**config.mk**
```make
export PLATFORM = sky130hd
export DESIGN_NAME = pwm_softstart_controller
export DESIGN_NICKNAME = d
export VERILOG_FILES = /design/src/rtl/pwm_softstart_controller.sv
export SDC_FILE = /design/constraint.sdc
export NUM_CORES = 1
export LEC_CHECK = 0
export CAP_MARGIN = 20
export CORE_MARGIN = 5
export CORE_UTILIZATION = 55
export CTS_CLUSTER_DIAMETER = 200
export DETAILED_ROUTE_END_ITERATION = 8
export PLACE_DENSITY = 0.8
export RECOVER_POWER = 25
export SETUP_SLACK_MARGIN = 0.2
export SYNTH_ARGS = -nofsm -noshare
export SYNTH_HDL_FRONTEND = slang
export SYNTH_SLANG_ARGS = --single-unit
```
**constraint.sdc**
```tcl
create_clock -name clock -period 6.36 [get_ports clock]
set_clock_uncertainty 0.05 [all_clocks]
set_input_delay 1.272 -clock clock [delete_from_list [all_inputs] [get_ports clock]]
set_output_delay 1.272 -clock clock [all_outputs]
set_load 0.02 [all_outputs]
```
**src/rtl/pwm_softstart_controller.sv**
```systemverilog
`default_nettype none
// ============================================================================
// Module   : pwm_softstart_controller
// Desc     : Period tick counter plus slew-limited soft-start/soft-stop and fault
//            sequencing of the highside/lowside tick counts of one PWM half-bridge.
//            Build option PWM_SOFTSTART_FAULT_LATCH_EN: FAULT is held until clear_fault.
// Revision : 1.0 - initial release
// ============================================================================
module pwm_softstart_controller #(
    parameter int TICK_COUNT_PERIOD = 100,
    parameter int DEADTIME_HS_TO_LS = 12,
    parameter int DEADTIME_LS_TO_HS = 12,
    parameter int BITWIDTH          = $clog2(TICK_COUNT_PERIOD) + 1,
    parameter int RAMP_STEP         = 1,
    parameter int RAMP_PRESCALER    = 1
) (
    input  logic                clock,
    input  logic                reset,
    input  logic                enable,
    input  logic [BITWIDTH-1:0] target_highside,
    input  logic                fault,
    input  logic                clear_fault,
    output logic [BITWIDTH-1:0] tick_counter,
    output logic [BITWIDTH-1:0] tick_count_highside,
    output logic [BITWIDTH-1:0] tick_count_lowside,
    output logic                load_enable,
    output logic                gates_enable,
    output logic                running,
    output logic                fault_active
);

    localparam int                c_PW          = (RAMP_PRESCALER > 1) ? $clog2(RAMP_PRESCALER) : 1;
    localparam logic [BITWIDTH:0] c_MAX_ON      = (BITWIDTH+1)'(TICK_COUNT_PERIOD - 1 - DEADTIME_HS_TO_LS - DEADTIME_LS_TO_HS);
    localparam logic [BITWIDTH-1:0] c_MAX_ON_N  = BITWIDTH'(TICK_COUNT_PERIOD - 1 - DEADTIME_HS_TO_LS - DEADTIME_LS_TO_HS);
    localparam logic [BITWIDTH:0] c_STEP        = (BITWIDTH+1)'(RAMP_STEP);
    localparam logic [BITWIDTH-1:0] c_TICK_LAST = BITWIDTH'(TICK_COUNT_PERIOD - 1);
    localparam logic [BITWIDTH-1:0] c_TICK_SLOT = BITWIDTH'(TICK_COUNT_PERIOD - 2);
    localparam logic [c_PW-1:0]   c_PRESC_LAST  = c_PW'(RAMP_PRESCALER - 1);

    localparam logic [2:0] c_ST_IDLE  = 3'd0;
    localparam logic [2:0] c_ST_RAMP  = 3'd1;
    localparam logic [2:0] c_ST_RUN   = 3'd2;
    localparam logic [2:0] c_ST_STOP  = 3'd3;
    localparam logic [2:0] c_ST_FAULT = 3'd4;

    logic [2:0]          r_state;
    logic [BITWIDTH-1:0] r_tick;
    logic [BITWIDTH-1:0] r_hs_cur;
    logic [BITWIDTH-1:0] r_ls;
    logic                r_load;
    logic [c_PW-1:0]     r_presc;

    logic [2:0]          w_state_next;
    logic [BITWIDTH-1:0] w_hs_next;
    logic [BITWIDTH-1:0] w_ls_next;
    logic                w_load_next;
    logic [c_PW-1:0]     w_presc_next;
    logic [BITWIDTH:0]   w_clamped;
    logic [BITWIDTH:0]   w_goal;
    logic [BITWIDTH:0]   w_hs_ext;
    logic [BITWIDTH:0]   w_stepped;
    logic                w_slot;
    logic                w_active;
    logic                w_update;
    logic                w_fault_exit;

`ifdef PWM_SOFTSTART_FAULT_LATCH_EN
    assign w_fault_exit = clear_fault;
`else
    logic w_unused_clear_fault;
    assign w_unused_clear_fault = clear_fault;
    assign w_fault_exit         = 1'b1;
`endif

    assign w_slot   = (r_tick == c_TICK_SLOT);
    assign w_active = (r_state != c_ST_IDLE) || enable;
    assign w_update = w_slot && (r_presc == c_PRESC_LAST);

    // Slew-limited move of hs_cur toward the goal; lands exactly on the goal, never past it
    always_comb begin
        w_clamped = ({1'b0, target_highside} > c_MAX_ON) ? c_MAX_ON : {1'b0, target_highside};
        w_goal    = enable ? w_clamped : '0;
        w_hs_ext  = {1'b0, r_hs_cur};
        w_stepped = w_goal;
        if (w_goal > w_hs_ext) begin
            if ((w_goal - w_hs_ext) > c_STEP) w_stepped = w_hs_ext + c_STEP;
        end else if ((w_hs_ext - w_goal) > c_STEP) begin
            w_stepped = w_hs_ext - c_STEP;
        end
    end

    always_ff @(posedge clock) begin
        if (reset) begin
            r_state  <= c_ST_IDLE;
            r_tick   <= '0;
            r_hs_cur <= '0;
            r_ls     <= '0;
            r_load   <= 1'b0;
            r_presc  <= '0;
        end else begin
            r_state  <= w_state_next;
            r_tick   <= (r_tick == c_TICK_LAST) ? '0 : r_tick + 1'b1;
            r_hs_cur <= w_hs_next;
            r_ls     <= w_ls_next;
            r_load   <= w_load_next;
            r_presc  <= w_presc_next;
        end
    end

    always_comb begin
        w_state_next = r_state;
        w_hs_next    = r_hs_cur;
        w_ls_next    = r_ls;
        w_load_next  = 1'b0;
        w_presc_next = r_presc;
        if (fault) begin
            w_state_next = c_ST_FAULT;
            w_hs_next    = '0;
            w_ls_next    = '0;
            w_presc_next = '0;
        end else if (r_state == c_ST_FAULT) begin
            if (w_fault_exit) w_state_next = c_ST_IDLE;
        end else if (!w_active) begin
            w_presc_next = '0;
        end else begin
            // Enable edges act on any cycle; only the slot moves the duty values
            if (enable) w_state_next = (r_state == c_ST_RUN) ? c_ST_RUN : c_ST_RAMP;
            else        w_state_next = c_ST_STOP;
            if (w_slot) begin
                w_presc_next = w_update ? '0 : r_presc + 1'b1;
                if (w_update) begin
                    w_hs_next = w_stepped[BITWIDTH-1:0];
                    if (enable) w_state_next = (w_stepped == w_goal) ? c_ST_RUN : c_ST_RAMP;
                    else        w_state_next = (w_stepped == '0) ? c_ST_IDLE : c_ST_STOP;
                end
                if (w_state_next == c_ST_IDLE) begin
                    w_ls_next    = '0;
                    w_presc_next = '0;
                end else begin
                    w_ls_next   = c_MAX_ON_N - w_hs_next;
                    w_load_next = 1'b1;
                end
            end
        end
    end

    assign tick_counter        = r_tick;
    assign tick_count_highside = r_hs_cur;
    assign tick_count_lowside  = r_ls;
    assign load_enable         = r_load;
    assign gates_enable        = (r_state == c_ST_RAMP) || (r_state == c_ST_RUN) || (r_state == c_ST_STOP);
    assign running             = (r_state == c_ST_RUN);
    assign fault_active        = (r_state == c_ST_FAULT);

endmodule
`default_nettype wire

```
==> impl_summary.txt, run 1 <==
----------------------------------------------------
[Layout]
  Synth-to-Final Area Change ... 18.76%
  Number of cells in the finished layout apart from fillers ... 506
  Filler cell count in the final layout ... 491
  Final core occ ... 0.6734
  Multi-input gate area in the final layout ... 2385 um2
  Final #Nets ... 472
  Sequential cell area ... 580.6 um2
  Ant diodes ... 0
  Share of cells above drive strength 1 ... 0.1244

[Clocking]
  Number of hold buffers added after cts ... 0
  Longest Clk Path Bufs ... 2
  TritonCTS buffer count ... 5
  Source-to-sink clock delay at the later pin of the worst-skew pair ... 0.28 ns
  Clock sink count ... 29
  Clk root buf ... clkbuf_8
  Clock-pin slew on the worst setup and hold paths ... 0.07 ns
  TritonCTS clock tree ... done
  CTS H-tree depth ... 2
  # Post-CTS Setup Buffers ... 0

[Synthesis]
  Post-synthesis instance total ... 390
  Number of synthesized flops with an enable pin ... 0
  Post-Synthesis Cell Area ... 3142 um2
  Average instance area after synthesis ... 8.056 um2
  Synthesis-stage register bit count ... 29
  Yosys warnings ... 0
  Async SR Flop Fraction ... 0
  Largest area contributor in the netlist ... dfxtp_1
  Top FF cell, synth ... dfxtp_1
  Area share of the largest cell type after synthesis ... 0.1848
  Most instantiated cells after synthesis ... 32 x nor2_1, 29 x dfxtp_1, 24 x ha_1
  Largest cells by area after synthesis ... dfxtp_1 18%, ha_1 9.6%, xnor2_1 5.9%
  Share of synthesized area occupied by flip-flops and latches ... 0.1848
  Post-synthesis cell type count ... 79
  Net Count, Synth ... 429
  Most common cell in the netlist ... nor2_1

[Detailed routing]
  Post-detailed-routing wire length ... 9060 um
  Drc violations ... 0
  Number of routed nets with antenna violations ... 0
  Number of DRC violations after detailed-routing iteration 0 ... 368
  Post-DR vias/cell ... 6.304
  Total via count after detailed routing ... 3190
  Number of detailed-routing iterations run before antenna repair ... 5
  Routed wirelength normalized by instance count ... 17.91 um

[Power]
  Power per Cell Area ... 124.7 nW/um2
  Leak ... 1.396 nW
  Peak supply drop ... 0.1478 mV

[Critical path]
  Depth of the worst register-to-register path ... 13
  Worst setup EP type ... flop
  Worst setup slack for register-to-register paths ... 1.81 ns
  Sort of element at the start of the critical path ... input port
  Type of the setup path with the least slack ... in2reg
  Required arrival time at the worst endpoint ... 6.48 ns
  Destination of the worst register-to-register timing path ... tick_count_lowside[7]
  Crit path max fanout ... 6
  Crit path DAT ... 6.07 ns
  Startpoint of the worst register-to-register path ... tick_count_highside[0]

[STA]
  Slew Limit Headroom ... 0.5005
  Maximum frequency from static timing analysis ... 0.1681 GHz
  Worst Slack Setup Final ... 0.4098 ns
  Worst-margin pin slew ... 0.7472 ns
  Final Hold Slack ... 0.4011 ns
  Fin. max-slew vios ... 0
  Final critical path time including I/O delays and setup ... 5.950 ns
  Final setup fails ... 0
  Share of the clock period used by the worst path after layout ... 0.9356
  Setup TNS ... 0 ns
  Hold Vio Cnt, Final ... 0
  Unrepaired setup endpoints after global routing ... no

[Place]
  Final weighted congestion of routability-driven global placement ... 0.9993
  PortBufs ... 39
  Post-detailed-placement half-perimeter wirelength ... 6984 um
  Post-placement setup slack ... 0.1538 ns
  Inst Count DP ... 498

[Floorplanning]
  Width of the chip ... 85.58 um
  Floorplan row count ... 27
  Standard cell core area ... 5540 um2
  Top-level port count ... 41
  Starting density of the core ... 0.5671
  Die Y-Extent ... 85.58 um
  Die Footprint ... 7324 um2

[Worst hold path]
  Number of stages on the worst hold path ... 2
  Worst hold path startpoint ... r_presc
  Worst min path class ... reg2reg
  Terminating pin of the worst hold path ... r_presc

[Outcome]
  Result of the run ... finished clean

[Run]
  Number of max-cap violations ... 0

[Global route]
  Gr usage total ... 0.2515
  Global-route wire length before repair ... 14990 um
  Number of global-route vias before repair ... 3051
  Leftover overflow at the end of global routing ... 0
  Antenna violations before repair ... 0
  Pin count of the biggest net entering global routing ... 21

----------------------------------------------------
metrics by stage:
| step | power [W] | cell area (um2) |
|---|---|---|
| after floorplan | 0.0002793 | 3142 |
| after global placement | 0.0003154 | 3641 |
| after detailed placement | 0.0003176 | 3641 |
| after CTS | 0.0004651 | 3727 |
| after global routing | 0.0004883 | 3731 |
| final | 0.0004653 | 3731 |
repair_timing:
action,in CTS,in global routing
hold endpoints to repair,0,0
setup endpoints to repair,0,2
resized for setup,0,1
cell usage in the layout, fill, tap and decap left out, types with 4 or more instances in the layout:
| master | Yosys | final |
|---|---|---|
| clkbuf_8 | 0 | 5 |
| nor2_1 | 32 | 32 |
| o21a_1 | 8 | 8 |
| a21oi_1 | 20 | 20 |
| buf_4 | 2 | 15 |
| xor2_1 | 11 | 11 |
| ha_1 | 24 | 24 |
| inv_1 | 22 | 22 |
| o21ai_0 | 21 | 21 |
| a21o_1 | 7 | 7 |
| o22ai_1 | 4 | 4 |
| nor2b_1 | 5 | 5 |
| clkdlybuf4s50_1 | 0 | 34 |
| and3_1 | 5 | 5 |
| o211ai_1 | 8 | 8 |
| xnor2_1 | 21 | 21 |
| nand3_1 | 23 | 23 |
| dfxtp_1 | 29 | 29 |
| o21ai_1 | 4 | 4 |
| dlygate4sd3_1 | 0 | 5 |
| nand2_1 | 23 | 23 |
| a211oi_1 | 8 | 8 |
| nor3_1 | 4 | 4 |
worst max path at each step:
stage,start,endpoint,cells past startpoint
2_1_floorplan,target_highside[3],tick_count_lowside[6],17
3_3_place_gp,target_highside[3],tick_count_lowside[7],16
3_5_place_dp,target_highside[3],tick_count_lowside[7],17
4_1_cts,target_highside[3],tick_count_lowside[7],17
5_1_grt,target_highside[3],tick_count_lowside[7],16
6_report,target_highside[3],tick_count_lowside[7],17
where the power goes:
group	internal, W	switching, W	leakage, nW
Sequential	0.000184	0.00000323	0.235
Clock	0.0000753	0.0000725	0.0439
Combinational	0.0000538	0.0000764	1.12
Total	0.000313	0.000152	1.40
cell type report:
class                           instances  area share
Multi-Input combinational cell        320      0.6392
Sequential cell                        29      0.1556
Timing Repair Buffer                   54      0.1348
Tap cell                               72     0.02414
Inverter                               23     0.02314
Clock buffer                            5     0.01844
Clock inverter                          3    0.004695
routing by layer:
metal	track usage	vias up	wire, um
li1	-	1528	-
met2	0.4068	163	4151
met4	0.09065	0	206
met5	0	-	0
met1	0.3262	1477	4019
met3	0.05860	22	684
state kept, by name, indices dropped and copies added (netlist names):
register,cells
load_enable,1
tick_count_lowside,8
tick_count_highside,8
r_presc,1
r_state,3
tick_counter,8
worst max-delay path, cell delays in order:
cell and delay [ns]:
clkdlybuf4s50_1 0.43, a211o_1 0.31, a21o_1 0.21, o21ai_0 0.23
inv_1 0.15, ha_1 0.23, fa_1 0.44, nand3b_1 0.23
a21oi_1 0.17, a32oi_1 0.12, or4b_4 0.57, nor2_1 0.21
mux2_2 0.36, a311o_1 0.46, a2111o_1 0.46, a21oi_1 0.17
nor3b_2 0.06
logic make-up after synthesis:
kind of cell               Yosys count  share of synthesized area
AOI/OAI and AO/OA                  127                     0.3150
xor gates and xnor gates            32                    0.08921
adders and majority gates           26                     0.1083
buffers and inverters               41                    0.05734
DFF                                 29                     0.1848
muxes                                3                    0.01075
other                                2                   0.002390
and+or+nand+nor                    130                     0.2322
Power figures use the tool's default switching activity.
==> inputs of run 2 (changes only) <==
RECOVER_POWER = 100   (was 25)
==> run 2 against run 1 <==
Against the previous run:
- sequential power about the same
- first-iteration DRC count down 5.4%
- register-to-register slack lost 0.09 ns
- count of clock-buffer cells in the layout stayed put
- critical path type unchanged
- largest cell class unchanged
==> impl_summary.txt, run 2 (same netlist as run 1, synthesis figures left out) <==
----------------------------------------------------
[Outcome]
  Result of the run ... finished clean

[Layout]
  Top library cells by usage in the layout, fill and taps aside ... 32 x nor2_1, 29 x dlygate4sd3_1, 29 x dfxtp_1, 24 x ha_1
  Share of cells above drive strength 1 ... 0.1060
  Ant diodes ... 0
  Filler cell count in the final layout ... 497
  Final #Nets ... 472
  Synth-to-Final Area Change ... 17.88%
  Most common library cell in the layout ignoring fill and taps ... nor2_1

[Floorplanning]
  Top-level port count ... 41
  Width of the chip ... 85.58 um
  Starting density of the core ... 0.5671
  Die Footprint ... 7324 um2
  Floorplan row count ... 27
  Die Y-Extent ... 85.58 um
  Standard cell core area ... 5540 um2

[Place]
  Final weighted congestion of routability-driven global placement ... 0.9993
  PortBufs ... 39
  Post-placement setup slack ... 0.1538 ns
  Post-detailed-placement half-perimeter wirelength ... 6984 um

[Power]
  Power per Cell Area ... 125.2 nW/um2
  Peak supply drop ... 0.1477 mV
  Sequential group share of total power ... 0.404
  Fraction of power consumed by combinational cells ... 0.276
  Internal power ... 0.0003116 W
  Power share of the clock group ... 0.321
  Leak ... 1.467 nW
  Switching share of total power ... 0.3283
  P_sw ... 0.0001523 W

[STA]
  Setup TNS ... 0 ns
  Unrepaired setup endpoints after global routing ... no
  Worst-margin pin slew ... 0.7319 ns
  Fin. max-slew vios ... 0
  Worst Slack Setup Final ... 0.3694 ns
  Hold Vio Cnt, Final ... 0
  Maximum frequency from static timing analysis ... 0.1669 GHz
  Slew Limit Headroom ... 0.5107
  Final setup fails ... 0
  Final critical path time including I/O delays and setup ... 5.991 ns
  Share of the clock period used by the worst path after layout ... 0.9419

[Critical path]
  Depth of the worst register-to-register path ... 14
  Startpoint of the worst register-to-register path ... tick_count_highside[0]
  Destination of the worst register-to-register timing path ... tick_count_lowside[6]
  Crit path max fanout ... 5
  Required arrival time at the worst endpoint ... 6.49 ns
  Worst setup slack for register-to-register paths ... 1.72 ns
  Type of the setup path with the least slack ... in2reg
  Sort of element at the start of the critical path ... input port
  Crit path DAT ... 6.12 ns
  Worst setup EP type ... flop

[Global route]
  Antenna violations before repair ... 0
  Global-route wire length before repair ... 14990 um
  Number of global-route vias before repair ... 3051
  Pin count of the biggest net entering global routing ... 21
  Leftover overflow at the end of global routing ... 0
  Gr usage total ... 0.2515

[Worst hold path]
  Terminating pin of the worst hold path ... r_presc
  Number of stages on the worst hold path ... 2
  Worst hold path startpoint ... r_presc
  Worst min path class ... reg2reg

[Detailed routing]
  Drc violations ... 0
  Number of DRC violations after detailed-routing iteration 0 ... 348
  Routed wirelength normalized by instance count ... 17.98 um
  Number of routed nets with antenna violations ... 0
  Number of detailed-routing iterations run before antenna repair ... 5
  Post-detailed-routing wire length ... 9099 um
  Post-DR vias/cell ... 6.312
  Total via count after detailed routing ... 3194

[Clocking]
  Clock-pin slew on the worst setup and hold paths ... 0.07 ns
  Source-to-sink clock delay at the later pin of the worst-skew pair ... 0.28 ns
  TritonCTS buffer count ... 5
  TritonCTS clock tree ... done
  Longest Clk Path Bufs ... 2
  Clock sink count ... 29
  CTS H-tree depth ... 2
  # Post-CTS Setup Buffers ... 0
  Clk root buf ... clkbuf_8

[Run]
  Number of max-cap violations ... 0

----------------------------------------------------
run 2: changes by cell type in the layout (fill, tap and decap cells not counted), sizes merged:
| cell | change |
|---|---|
| dlygate4sd3 | +24 |
| clkbuf | +2 |
| clkdlybuf4s50 | -24 |
| buf | -2 |
run 2: worst max-delay path by stage:
stage	from	end	slack [ns]	cells past startpoint
global route	target_highside[3]	tick_count_lowside[6]	0.14	18
detailed placement	target_highside[3]	tick_count_lowside[7]	0.15	17
global placement	target_highside[3]	tick_count_lowside[7]	0.21	16
finish	target_highside[3]	tick_count_lowside[6]	0.37	18
floorplan	target_highside[3]	tick_count_lowside[6]	0.80	17
CTS	target_highside[3]	tick_count_lowside[7]	0.44	17
run 2: per-stage QoR:
| step | total power (W) | hold slack (ns) | utilization | area, um2 | std cells |
|---|---|---|---|---|---|
| floorplan | 0.0002793 | 0.3798 | - | 3142 | 390 |
| global placement | 0.0003154 | 0.3921 | 0.6572 | 3641 | 498 |
| detailed placement | 0.0003176 | 0.3952 | 0.6572 | 3641 | 498 |
| CTS | 0.0004651 | 0.4045 | 0.6728 | 3727 | 506 |
| global route | 0.0004858 | 0.4442 | 0.6685 | 3704 | 506 |
| finish | 0.0004639 | 0.4003 | 0.6685 | 3704 | 506 |
run 2: power groups by stage:
| stage | Clock (W) | Combinational, W | Sequential [W] |
|---|---|---|---|
| 6_report | 0.000149 | 0.000128 | 0.000187 |
| 2_1_floorplan | 0 | 0.0000867 | 0.000193 |
| 3_5_place_dp | 0 | 0.000126 | 0.000191 |
| 4_1_cts | 0.000151 | 0.000127 | 0.000187 |
| 5_1_grt | 0.000161 | 0.000137 | 0.000188 |
| 3_3_place_gp | 0 | 0.000124 | 0.000191 |
run 2: cell type report:
| cell class | instances | area, um2 | area share |
|---|---|---|---|
| inverter | 23 | 86.33 | 0.02331 |
| tap | 72 | 90.09 | 0.02432 |
| timing repair buffer | 54 | 495.5 | 0.1338 |
| clock buffer | 5 | 68.82 | 0.01858 |
| sequential | 29 | 580.6 | 0.1568 |
| multi-input combinational | 320 | 2365 | 0.6385 |
| clock inverter | 3 | 17.52 | 0.004730 |
run 2: repair_timing:
| item | CTS | global route |
|---|---|---|
| hold buffers | 0 | 0 |
| setup endpoints to repair | 0 | 2 |
| resized for setup | 0 | 1 |
run 2: routing by layer:
| layer | GRT usage | routed length (um) | vias up |
|---|---|---|---|
| met5 | 0 | 0 | - |
| met4 | 0.09065 | 232 | 0 |
| met3 | 0.05860 | 680 | 31 |
| met2 | 0.4068 | 4200 | 151 |
| met1 | 0.3262 | 3985 | 1486 |
| li1 | - | - | 1526 |
run 2: critical path, cell delays in order:
cell,delay [ns]
clkdlybuf4s50_1,0.43
a211o_1,0.31
a21o_1,0.21
o21ai_0,0.21
inv_1,0.14
ha_1,0.23
fa_1,0.52
o221ai_1,0.12
nor4_1,0.35
or4b_4,0.56
nor3_2,0.21
nor2_1,0.12
o221a_4,0.27
mux2_1,0.33
ha_1,0.22
nor4_2,0.30
xor2_1,0.10
a32o_1,0.21
==> edit 1 (settings of run 1) <==
One comparison of `r_tick` changes from == to >=.
--- a/src/rtl/pwm_softstart_controller.sv
+++ b/src/rtl/pwm_softstart_controller.sv
@@ -72,7 +72,7 @@
     assign w_fault_exit         = 1'b1;
 `endif
 
-    assign w_slot   = (r_tick == c_TICK_SLOT);
+    assign w_slot   = (r_tick >= c_TICK_SLOT);
     assign w_active = (r_state != c_ST_IDLE) || enable;
     assign w_update = w_slot && (r_presc == c_PRESC_LAST);
 
Function: same outputs for any inputs over 10 cycles, from zero or initial values and one cycle with reset high; that may be too few to reach the edited logic, so the function may still have changed.
==> edit 1 against run 1 <==
  * Combinational power down 10%
  * Area after synthesis down 7.1%
  * Routed wire length down 9.2%
  * Power up 8.4%
  * Sequential cell count unchanged
  * Largest cell class unchanged
  * Final area down 5.7%
  * Setup slack worse by 0.027 ns
  * Synthesized cell count down 0.26%
==> edit 1: results (changes against run 1) <==
Max IR drop VDD=130 µV (was 148 µV); EDFF count, synth=0 (unchanged); first-pass GRT wire length=14100 µm (was 15000 µm); sw frac=0.283 (was 0.327); Placed Cells=490 (was 498); WHS Endpoint=tick_count_lowside[3] (was r_presc); Avg Cell Area, Syn=7.50 µm² (was 8.06 µm²); initial DRC count=314 (was 368); power per standard cell area=143 mW/mm² (was 125 mW/mm²); Mapped Nets=428 (was 429); final net count=466 (was 472); register area share after synthesis=0.199 (was 0.185); Worst Max-Slew Pin Slew=0.826 ns (was 0.747 ns); reg2reg path depth=14 (was 13); Critical Path AT=6.11 ns (was 6.07 ns); slowest stage delay, CP=0.64 ns (was 0.57 ns); Worst R2R End=tick_count_lowside[6] (was tick_count_lowside[7]); ys async rst share=0 (unchanged); worst hold margin=0.398 ns (was 0.401 ns); CTS Buffer Depth=2 (unchanged); cell family with most CP delay=compound AO/OA/AOI/OAI gates (unchanged); Worst Path Max Fanout=6 (unchanged); fraction of layout cells with a size suffix above 1=0.0864 (was 0.124); DP Area=0.00340 mm² (was 0.00364 mm²); vias in the first global route=2904 (was 3051); Critical-path top delay cell=or4_1 (was or4b_4); post-CTS setup buffers=0 (unchanged); # diodes=0 (unchanged); GRT Overall Usage=0.241 (was 0.251); min-delay src=tick_count_lowside[3] (was r_presc); WL/cell=16.5 µm (was 17.9 µm); Worst-Skew Late Latency=0.28 ns (about the same); post-DP HPWL=6290 µm (was 6980 µm); Yosys cell types=75 (was 79); Via Count=3102 (was 3190); Synth area leaders=dfxtp_1 20%, ha_1 10%, xnor2_1 6.0%, a21oi_1 5.3%, nand2_1 4.5% (was dfxtp_1 18%, ha_1 9.6%, xnor2_1 5.9%, nor2_1 3.8%, nand3_1 3.7%); Post-synth top cells=35 x nand2_1, 33 x nor2_1, 31 x a21oi_1, 29 x dfxtp_1, 24 x ha_1 (was 32 x nor2_1, 29 x dfxtp_1, 24 x ha_1, 23 x nand2_1, 23 x nand3_1); routability cong.=0.969 (was 0.999); R2R Setup Slk=1.70 ns (was 1.81 ns); clock group power=200 µW (was 148 µW); H-tree depth=2 (unchanged); status=completed (unchanged); non-filler cells, final=498 (was 506); Filler Cell Count=459 (was 491); dpl ws=0.199 ns (was 0.154 ns); DR pass1 iterations=7 (was 5); P_leak=1.36 nW (was 1.40 nW)
edit 1: kinds of logic (layout without fill, tap and decap cells):
| group | count (synthesis) | in the layout | share of synthesized area |
|---|---|---|---|
| muxes | 8 | 8 | 0.0304 |
| and+or+nand+nor | 140 | 140 | 0.249 |
| AOI/OAI and AO/OA | 112 | 112 | 0.254 |
| buffers and inverters | 43 | 82 | 0.0613 |
| xor gates and xnor gates | 29 | 29 | 0.0870 |
| other | 2 | 2 | 0.00257 |
| adders and majority gates | 26 | 26 | 0.117 |
| DFF | 29 | 29 | 0.199 |
edit 1: repair_timing:
action                                  in CTS  in global routing
gates resized for setup                      0                  1
endpoints found under the setup margin       0                  2
hold buffers                                 0                  0
edit 1: how the worst max path moves through the flow:
stage	start	to	depth (start not counted)	slack, ns
floorplan	target_highside[2]	tick_count_lowside[6]	16	0.75
global placement	target_highside[2]	tick_count_lowside[6]	18	0.25
detailed placement	target_highside[2]	tick_count_lowside[6]	18	0.20
CTS	target_highside[2]	tick_count_lowside[6]	18	0.43
global route	target_highside[4]	tick_count_lowside[6]	18	0.21
finish	target_highside[2]	tick_count_lowside[6]	18	0.38
edit 1: cell type report:
type                    count  area [µm²]  share of cell area
well taps                  70        87.6              0.0249
repair buffers             52         488               0.139
clock inverters             1        30.0             0.00854
inverters                  22        82.6              0.0235
flip-flops and latches     29         581               0.165
clock buffers               7        86.3              0.0245
multi-input cells         317        2160               0.615
edit 1: metal layers:
metal	GRT usage	wire length, µm	share of wire	vias to the layer above
met5	0	0	0	-
met4	0.0847	179	0.022	0
met3	0.0356	610	0.074	26
met2	0.379	3680	0.45	155
met1	0.335	3760	0.46	1446
li1	-	-	-	1475
==> edit 2 (flow settings as in run 1) <==
Made on the original files. Change the parameter `TICK_COUNT_PERIOD` from 100 to 150.
--- a/src/rtl/pwm_softstart_controller.sv
+++ b/src/rtl/pwm_softstart_controller.sv
@@ -7,7 +7,7 @@
 // Revision : 1.0 - initial release
 // ============================================================================
 module pwm_softstart_controller #(
-    parameter int TICK_COUNT_PERIOD = 100,
+    parameter int TICK_COUNT_PERIOD = 150,
     parameter int DEADTIME_HS_TO_LS = 12,
     parameter int DEADTIME_LS_TO_HS = 12,
     parameter int BITWIDTH          = $clog2(TICK_COUNT_PERIOD) + 1,
Ports: changed (resized target_highside, tick_count_highside, tick_count_lowside and tick_counter); port bits go from 41 to 45. No check against the original RTL was run, so the function may have changed too.
==> edit 2 against run 1 <==
  * Via count rose by 23%
  * Area after synthesis rose by 17%
  * Sequential cell count rose by 3
  * Power is 23% higher
  * Setup slack improved by 0.021 ns
  * Sequential power rose by 10%
  * Final area rose by 18%
  * Clock power grew 30%
  * Routed wire length is 21% higher
  * Largest power group unchanged
==> edit 2: results (changes against run 1) <==
vias in the first global route=3677 (was 3051); P_leak=1.70 nW (was 1.40 nW); Critical Path AT=6.06 ns (was 6.07 ns); Final WS setup=0.431 ns (was 0.410 ns); register area share after synthesis=0.174 (was 0.185); initial DRC count=420 (was 368); R2R Setup Slk=1.83 ns (was 1.81 ns); Yosys cell types=94 (was 79); Remaining Overflow, GRT=0 (unchanged); Worst-Skew Late Latency=0.29 ns; slowest stage delay, CP=0.54 ns (was 0.57 ns); routability cong.=0.914 (was 0.999); largest net degree at the start of global routing=20 (was 21); Via Count=3928 (was 3190); dpl ws=0.297 ns (was 0.154 ns); Critical-path top delay cell=ha_1 (was or4b_4); WL/cell=17.9 µm (about the same); DP Area=0.00429 mm² (was 0.00364 mm²); Synth area leaders=dfxtp_1 17%, ha_1 7.8%, xnor2_1 5.5%, nor2_1 5.4%, a21oi_1 3.8% (was dfxtp_1 18%, ha_1 9.6%, xnor2_1 5.9%, nor2_1 3.8%, nand3_1 3.7%); Slew HR=0.280 (was 0.500); Placed Cells=600 (was 498); final net count=569 (was 472); fraction of layout cells with a size suffix above 1=0.152 (was 0.124); first-pass GRT wire length=17700 µm (was 15000 µm); Worst R2R End=tick_count_lowside[8] (was tick_count_lowside[7]); CP Launch Point=target_highside[7] (was target_highside[3]); Avg Cell Area, Syn=7.78 µm² (was 8.06 µm²); Filler Cell Count=550 (was 491); Max IR drop VDD=127 µV (was 148 µV); status=completed (unchanged); reg2reg path depth=14 (was 13); DR pass1 iterations=6 (was 5); sequential cell area=641 µm² (was 581 µm²); Worst Path Max Fanout=11 (was 6); GRT Overall Usage=0.253 (was 0.251); CTS clock-pin slew for the worst setup and hold paths=0.08 ns; H-tree depth=2 (unchanged); Port Buffers=43 (was 39); Post-synth top cells=53 x nor2_1, 32 x dfxtp_1, 30 x nand2_1, 28 x a21oi_1, 26 x nand3_1 (was 32 x nor2_1, 29 x dfxtp_1, 24 x ha_1, 23 x nand2_1, 23 x nand3_1); post-DP HPWL=8490 µm (was 6980 µm)
edit 2: cell types whose count changed after synthesis, sizes merged, moves of 7 or more:
cell and delta:
o21ai -9, nor2 +19, mux2i +8, nor3 +13
nand2 +7, a21oi +7, buf +7
edit 2: worst min-delay path, delay by kind of cell (launching register included):
family	cells	cell delay, ns
flip-flops	1	0.32
AND/OR/NAND/NOR	2	0.09
edit 2: worst min-delay path by stage:
stage | startpoint | end | slack, ns
floorplan | r_presc | r_presc | 0.37
finish | r_presc | r_presc | 0.40
global route | tick_count_lowside[0] | tick_count_lowside[0] | 0.42
detailed placement | r_presc | r_presc | 0.39
global placement | r_presc | r_presc | 0.38
CTS | r_presc | r_presc | 0.40
edit 2: report_power, final:
part           switching, mW  internal [mW]  total (mW)
combinational         0.0989         0.0729       0.172
sequential           0.00321          0.203       0.206
clock                 0.0775          0.116       0.193
total                  0.180          0.392       0.571
edit 2: kinds of logic after synthesis:
kind of cell / synth area share
fa+ha+maj: 0.0837
simple gates: 0.270
mux: 0.0320
xor+xnor: 0.0881
other cells: 0.00204
buf+inv: 0.0646
flops: 0.174
compound gates: 0.286
edit 2: per-layer routing:
layer	share of wire	global-route usage
met1	0.43	0.338
met2	0.46	0.416
met3	0.091	0.0458
met4	0.024	0.0792
met5	0	0
edit 2: area by class of cell:
class                           instances  area share
Clock inverter                          3     0.00963
Clock buffer                            5      0.0156
Sequential cell                        32       0.145
Inverter                               25      0.0212
Tap cell                               77      0.0218
Multi-Input combinational cell        393       0.636
Timing Repair Buffer                   74       0.151
